[config.mk]
export PLATFORM = sky130hd
export DESIGN_NAME = hclk_meas_sched_flat
export DESIGN_NICKNAME = d
export VERILOG_FILES = /design/src/rtl/hclk_meas_pkg.sv /design/src/rtl/hclk_meas_sched_if.sv /design/src/rtl/hclk_meas_sched_tog_sync_edge.sv /design/src/rtl/hclk_meas_sched.sv /design/src/flat_wrapper.sv
export SDC_FILE = /design/constraint.sdc
export NUM_CORES = 1
export LEC_CHECK = 0
export CORE_UTILIZATION = 39
export DETAILED_ROUTE_END_ITERATION = 7
export PLACE_DENSITY_LB_ADDON = 0.05
export SYNTH_ARGS = -nofsm -noshare
export SYNTH_HDL_FRONTEND = slang
export SYNTH_SLANG_ARGS = --single-unit
[constraint.sdc]
create_clock -name clk -period 2.5 [get_ports clk]
set_input_delay 0.5 -clock clk [delete_from_list [all_inputs] [get_ports clk]]
set_output_delay 0.5 -clock clk [all_outputs]
set_load 0.05 [all_outputs]
[src/rtl/hclk_meas_pkg.sv]
// Shared types and sizing helpers for the
// divided-clock measurement scheduler.
package hclk_meas_pkg;

  typedef enum logic [2:0] {
    IDLE,
    RESET,
    SETTLE,
    GATE,
    REPORT
  } state_e;

  function automatic int idx_w(input int n);
    return (n > 1) ? $clog2(n) : 1;
  endfunction

  function automatic int tmr_w(
    input int r,
    input int s,
    input int g
  );
    int m;
    m = r;
    if (s > m) m = s;
    if ((1 << g) > m) m = 1 << g;
    return (m > 1) ? $clog2(m) : 1;
  endfunction

endpackage

[src/rtl/hclk_meas_sched_if.sv]
// Control/measurement bundle between the
// scheduler and its user.
interface hclk_meas_sched_if #(
  parameter int NUM_HCLK = 4,
  parameter int CNT_W    = 24
);
  import hclk_meas_pkg::*;

  localparam int IW = idx_w(NUM_HCLK);

  logic                en;
  logic [NUM_HCLK-1:0] div_tog;
  logic [NUM_HCLK-1:0] div_resetn;
  logic [IW-1:0]       sel_idx;
  logic                busy;
  logic                meas_valid;
  logic [IW-1:0]       meas_idx;
  logic [CNT_W-1:0]    meas_count;
  logic                sweep_done;

  modport master (
    output en, div_tog,
    input  div_resetn, sel_idx, busy,
    input  meas_valid, meas_idx,
    input  meas_count, sweep_done
  );

  modport slave (
    input  en, div_tog,
    output div_resetn, sel_idx, busy,
    output meas_valid, meas_idx,
    output meas_count, sweep_done
  );

endinterface

[src/rtl/hclk_meas_sched_tog_sync_edge.sv]
// Two-flop synchronizer bringing one divided-domain
// toggle bit into the clk domain.
module tog_sync_edge (
  input  logic clk,
  input  logic rst,
  input  logic d,
  output logic q
);

  logic [1:0] sync_q;
  logic [1:0] sync_d;

  // shift the async bit through two stages
  always_comb sync_d = {sync_q[0], d};

  // synchronizer flops
  always_ff @(posedge clk) begin
    if (rst) sync_q <= '0;
    else     sync_q <= sync_d;
  end

  assign q = sync_q[1];

endmodule

[src/rtl/hclk_meas_sched.sv]
// Sequences divider channels: reset, settle,
// count toggle edges over a gate, report.
module hclk_meas_sched
  import hclk_meas_pkg::*;
#(
  parameter int NUM_HCLK      = 4,
  parameter int RST_CYCLES    = 16,
  parameter int SETTLE_CYCLES = 64,
  parameter int GATE_LOG2     = 16,
  parameter int CNT_W         = 24
) (
  input logic clk,
  input logic rst,
  hclk_meas_sched_if.slave bus
);

  localparam int IW = idx_w(NUM_HCLK);
  localparam int TW = tmr_w(
    RST_CYCLES, SETTLE_CYCLES, GATE_LOG2);

  localparam logic [TW-1:0] T_RST =
    TW'(RST_CYCLES - 1);
  localparam logic [TW-1:0] T_SET =
    TW'(SETTLE_CYCLES - 1);
  localparam logic [TW-1:0] T_GATE =
    TW'((1 << GATE_LOG2) - 1);
  localparam logic [IW-1:0] LAST =
    IW'(NUM_HCLK - 1);
  localparam logic [CNT_W-1:0] CMAX = '1;

  state_e              state_q, state_d;
  logic [TW-1:0]       tmr_q, tmr_d;
  logic [IW-1:0]       sel_q, sel_d;
  logic                hist_q, hist_d;
  logic [CNT_W-1:0]    cnt_q, cnt_d;
  logic                mv_q, mv_d;
  logic                sw_q, sw_d;
  logic [IW-1:0]       midx_q, midx_d;
  logic [CNT_W-1:0]    mcnt_q, mcnt_d;
  logic [NUM_HCLK-1:0] tog_s;
  logic                tog_sel;
  logic                edge_det;

  for (genvar i = 0; i < NUM_HCLK; i++) begin
    : g_sync
    tog_sync_edge u_sync (
      .clk (clk),
      .rst (rst),
      .d   (bus.div_tog[i]),
      .q   (tog_s[i])
    );
  end

  assign tog_sel  = tog_s[sel_q];
  assign edge_det = tog_sel ^ hist_q;

  // next-state, timer, edge counter and report
  always_comb begin
    state_d = state_q;
    tmr_d   = tmr_q;
    sel_d   = sel_q;
    hist_d  = tog_sel;
    cnt_d   = cnt_q;
    mv_d    = 1'b0;
    sw_d    = 1'b0;
    midx_d  = midx_q;
    mcnt_d  = mcnt_q;
    unique case (state_q)
      IDLE: begin
        if (bus.en) begin
          state_d = RESET;
          tmr_d   = T_RST;
        end
      end
      RESET: begin
        if (tmr_q == '0) begin
          state_d = SETTLE;
          tmr_d   = T_SET;
        end else begin
          tmr_d = tmr_q - TW'(1);
        end
      end
      SETTLE: begin
        if (tmr_q == '0) begin
          state_d = GATE;
          tmr_d   = T_GATE;
          cnt_d   = '0;
        end else begin
          tmr_d = tmr_q - TW'(1);
        end
      end
      GATE: begin
        if (edge_det && cnt_q != CMAX)
          cnt_d = cnt_q + CNT_W'(1);
        if (tmr_q == '0) begin
          state_d = REPORT;
          mv_d    = 1'b1;
          midx_d  = sel_q;
          mcnt_d  = cnt_d;
          sw_d    = (sel_q == LAST);
        end else begin
          tmr_d = tmr_q - TW'(1);
        end
      end
      REPORT: begin
        sel_d = (sel_q == LAST) ?
          '0 : sel_q + IW'(1);
        if (bus.en) begin
          state_d = RESET;
          tmr_d   = T_RST;
        end else begin
          state_d = IDLE;
        end
      end
      default: state_d = IDLE;
    endcase
  end

  // state and datapath registers
  always_ff @(posedge clk) begin
    if (rst) begin
      state_q <= IDLE;
      tmr_q   <= '0;
      sel_q   <= '0;
      hist_q  <= 1'b0;
      cnt_q   <= '0;
      mv_q    <= 1'b0;
      sw_q    <= 1'b0;
      midx_q  <= '0;
      mcnt_q  <= '0;
    end else begin
      state_q <= state_d;
      tmr_q   <= tmr_d;
      sel_q   <= sel_d;
      hist_q  <= hist_d;
      cnt_q   <= cnt_d;
      mv_q    <= mv_d;
      sw_q    <= sw_d;
      midx_q  <= midx_d;
      mcnt_q  <= mcnt_d;
    end
  end

  assign bus.div_resetn = (state_q == RESET) ?
    ~(NUM_HCLK'(1) << sel_q) : '1;
  assign bus.sel_idx    = sel_q;
  assign bus.busy       = (state_q != IDLE);
  assign bus.meas_valid = mv_q;
  assign bus.meas_idx   = midx_q;
  assign bus.meas_count = mcnt_q;
  assign bus.sweep_done = sw_q;

endmodule

[src/flat_wrapper.sv]
// flat-port wrapper written by rule: the top's interface ports become plain ports
module hclk_meas_sched_flat import hclk_meas_pkg::*;
#(
  parameter int NUM_HCLK      = 4,
  parameter int RST_CYCLES    = 16,
  parameter int SETTLE_CYCLES = 64,
  parameter int GATE_LOG2     = 16,
  parameter int CNT_W         = 24
)
  (clk, rst, bus_en, bus_div_tog, bus_div_resetn, bus_sel_idx, bus_busy, bus_meas_valid, bus_meas_idx, bus_meas_count, bus_sweep_done);
  hclk_meas_sched_if #(.NUM_HCLK(NUM_HCLK), .CNT_W(CNT_W)) bus_i ();
  input logic clk;
  input logic rst;
  input wire logic [$bits(bus_i.en)-1:0] bus_en;
  input wire logic [$bits(bus_i.div_tog)-1:0] bus_div_tog;
  output wire logic [$bits(bus_i.div_resetn)-1:0] bus_div_resetn;
  output wire logic [$bits(bus_i.sel_idx)-1:0] bus_sel_idx;
  output wire logic [$bits(bus_i.busy)-1:0] bus_busy;
  output wire logic [$bits(bus_i.meas_valid)-1:0] bus_meas_valid;
  output wire logic [$bits(bus_i.meas_idx)-1:0] bus_meas_idx;
  output wire logic [$bits(bus_i.meas_count)-1:0] bus_meas_count;
  output wire logic [$bits(bus_i.sweep_done)-1:0] bus_sweep_done;
  assign bus_i.en = bus_en;
  assign bus_i.div_tog = bus_div_tog;
  assign bus_div_resetn = bus_i.div_resetn;
  assign bus_sel_idx = bus_i.sel_idx;
  assign bus_busy = bus_i.busy;
  assign bus_meas_valid = bus_i.meas_valid;
  assign bus_meas_idx = bus_i.meas_idx;
  assign bus_meas_count = bus_i.meas_count;
  assign bus_sweep_done = bus_i.sweep_done;
  hclk_meas_sched #(.NUM_HCLK(NUM_HCLK), .RST_CYCLES(RST_CYCLES), .SETTLE_CYCLES(SETTLE_CYCLES), .GATE_LOG2(GATE_LOG2), .CNT_W(CNT_W)) u_core (.clk(clk), .rst(rst), .bus(bus_i));
endmodule
==> results.md <==
* Critical Path Sink Type: flip-flop
* Overflow after GRT at 0
* H-tree Lvls at 3
* Maxcap violations at 0
* Top cells by area, synth: dfxtp_1 38%, o21ai_0 4.6%, nor2_1 3.7%
* Leakage at 1.80 nW
* Final setup violation count at 0
* Routed vias/inst at 5.84
* Port buffer count at 41
* Num rows at 38
* Met3 WL at 593 um
* Cells after Synth at between 500 and 600
* Worst-Skew Late Latency at 0.37 ns
* Routed wl met2 at 5.53 mm
* Status: finished clean
* Routed WL per cell at roughly 17 um
* Core area at 10800 um2
* Tmin final at 2.36 ns
* CP required at about 2.8 ns
* Top cell type's share of synthesized area at 0.381
* Layout Skew at between 0.01 and 0.015 ns
* Number of diodes at 0
* Largest net degree at the start of global routing at a little over 40
* Postcts setup bufs at 0
* Uppermost routed layer: met4
* CTS tree: done
* Critical Path AT at 2.64 ns
* Root Buffer: clkbuf_8
* Dpl hpwl at 8.52 mm
* Worst-margin pin slew at between 0.6 and 0.7 ns
* Detailed-route via count at between 4000 and 5000
* Worst setup margin at 0.137 ns
* Die Width at 107 um
* Register area share after synthesis at 0.381
* GPL Wtd Cong at ~0.83
* Cells along the critical path: mux4_2 > xnor2_4 > a211o_1 > or3_1 > a311oi_1
* Initial core utilization at 0.399
* Final Hold Fails at 0
* Slowest-stage cell, CP: mux4_2
* CP Launch Type: flip-flop
* Layout Nets at 580
* Number of CTS-inserted buffers at 9
* Power Density at 626 nW/um2
* Setup TNS at 0 ns
* CP delay by family, top: multiplexers
* Total GRT Usage at 0.217
* Vias in the first global route at 3786
* Slew Viols, Final at 0
* Leading area contributor after synthesis: dfxtp_1
* Clk sink count at 82
* Critical path fanouts, max at 9
* Async SR Flop Fraction at 0
* Yosys warnings at 0
* Fmax at 423 MHz
* Drt first pass iters at 5
* Hold Buf Count CTS at 0
* WHS at 0.439 ns
* Synthesized area at 4310 um2
* Period utilisation layout at 0.945
* Placed Cells at 695
* Total power at 3.29 mW
* Clock slew at reported path FFs at 0.09 ns
* WS Path Type: reg -> reg
* RSZ-0062 raised after global routing: yes
* Final wirelength at 12.0 mm
* Cell variety after synth at 66
* Seq cells post-synth at 82
* IO Pins at between 40 and 50
* WP buf/inv at 0
* Global-route wire length before repair at 19.3 mm
* Max Buffers Root-to-Sink at 2
* Die Ht at about 110 um
* Layout area overhead at 21.8%
* Syn nets at ~530
* DRC Markers at 0
* Dpl ws at 0.101 ns
* Largest stage delay, worst path at around 0.66 ns
* Synth Area per Inst at 8.37 um2
* Final cell count without fillers at 711
* Share of cells above drive strength 1 at 0.131
* Post-synth EDFFs at 0
* Hold Path Class: reg -> reg
* Top FF cell, synth: dfxtp_1
* Antenna violations before repair at 0
* Die area at 11500 um2
* ANT nets after route at 0
* Metal1 wirelength at 5.50 mm
* 1st-iter DRT viols at approximately 280
* VDD IR-drop max at 0.452 mV
* Max_slew headroom at 0.545
-- worst register-to-register path: cells and delay by family (launching register included) --
kind             cells  cell delay, ns
AO/OA/AOI/OAI        2            0.62
XOR/XNOR             1            0.24
flip-flops           1            0.43
multiplexers         1            0.66
AND/OR/NAND/NOR      1            0.34
-- synth_stat cells (2+ instances only) --
master and instances:
a21oi_1 21, a41oi_1 2, inv_1 12, xnor2_1 11
o211ai_1 8, a2bb2oi_1 2, a311oi_1 10, a211o_1 6
and2_1 5, or3b_2 2, nor2b_1 10, or3_1 8
ha_1 7, nand3_1 20, nor3b_1 4, nor3_1 20
and3_1 9, nand2b_1 2, o2111ai_1 2, xor2_1 3
o31ai_1 4, a211oi_1 17, o2111a_1 2, a31oi_1 22
or2_2 2, nand2_1 40, or4_1 8, nand4_1 11
a32o_1 3, buf_2 10, a21o_1 2, dfxtp_1 82
and4_1 5, nor4_1 9, nor2_1 42, o311a_1 2
clkbuf_1 22, o21ai_0 40
-- stage by stage --
step / instance area (um2) / utilization
3_3_place_gp: 5010 / 0.464
2_1_floorplan: 4310 / -
5_1_grt: 5250 / 0.487
6_report: 5250 / 0.487
3_5_place_dp: 5010 / 0.464
4_1_cts: 5230 / 0.485
-- cell type report --
type / instances / area [um2]
clock buffer: 11 / 141
clock inverter: 5 / 85.1
fill: 1079 / 5540
inverter: 12 / 45.0
multi-input combinational: 387 / 2500
sequential: 82 / 1640
tap: 140 / 175
timing repair buffer: 74 / 658
-- power breakdown --
| group | internal, mW | total (mW) | switching (mW) |
|---|---|---|---|
| combinational | 0.280 | 0.729 | 0.449 |
| sequential | 1.36 | 1.44 | 0.0748 |
| clock | 0.598 | 1.13 | 0.528 |
| total | 2.24 | 3.29 | 1.05 |
-- final timing paths --
| path | start | endpoint | slack [ns] | cells after the start |
|---|---|---|---|---|
| setup reg to reg | u_core.bus.sel_idx[0] | u_core.bus.meas_count[9] | 0.14 | 5 |
| hold reg to reg | u_core.g_sync[1].u_sync.sync_q[0] | u_core.g_sync[1].u_sync.sync_q[1] | 0.44 | 1 |
| setup / recovery | u_core.bus.sel_idx[0] | u_core.bus.meas_count[9] | 0.14 | 5 |
| hold / removal | u_core.g_sync[1].u_sync.sync_q[0] | u_core.g_sync[1].u_sync.sync_q[1] | 0.44 | 1 |
-- cell usage in the layout (no fill, tap or decap), drive strengths merged, types with 10 or more instances in the layout --
| cell | instances |
|---|---|
| inv | 14 |
| xnor2 | 12 |
| buf | 38 |
| a31oi | 22 |
| nor4 | 10 |
| nand2 | 40 |
| a311oi | 10 |
| nand4 | 12 |
| nand3 | 21 |
| o21ai | 41 |
| clkdlybuf4s50 | 35 |
| nor2b | 10 |
| clkbuf | 11 |
| dfxtp | 82 |
| a211oi | 17 |
| nor2 | 42 |
| nor3 | 20 |
| a21oi | 21 |
-- flip-flops by register name (all words and copies together) (netlist names) --
signal and flops:
u_core.bus.meas_count 24, u_core.cnt_q 24, u_core.g_sync.u_sync.sync_q 8, u_core.bus.sel_idx 2, u_core.tmr_q 16, u_core.bus.meas_idx 2
u_core.state_q 3, u_core.hist_q 1, u_core.bus.sweep_done 1, u_core.bus.meas_valid 1
-- what timing repair did --
action                     in CTS  in global routing
hold endpoints to repair        0                  0
setup endpoints to repair       0                 12
gates resized for setup         0                  5
-- routing by layer --
metal  global-route usage  up-vias
met1                0.284     1942
met3               0.0462       22
met2                0.339      123
met4               0.0998        0
met5                    0        -
li1                     -     2066
-- kinds of logic (layout without fill, tap and decap cells) --
logic type | after synthesis | in the layout | share of synthesized area
flip-flops | 82 | 82 | 0.381
XOR/XNOR | 16 | 16 | 0.0412
adder cells (fa/ha/maj) | 7 | 7 | 0.0203
AND/OR/NAND/NOR | 204 | 204 | 0.252
buffers and inverters | 46 | 102 | 0.0432
AO/OA/AOI/OAI | 158 | 158 | 0.255
multiplexers | 2 | 2 | 0.00783
Note: power is estimated with default switching activity, not from simulation.
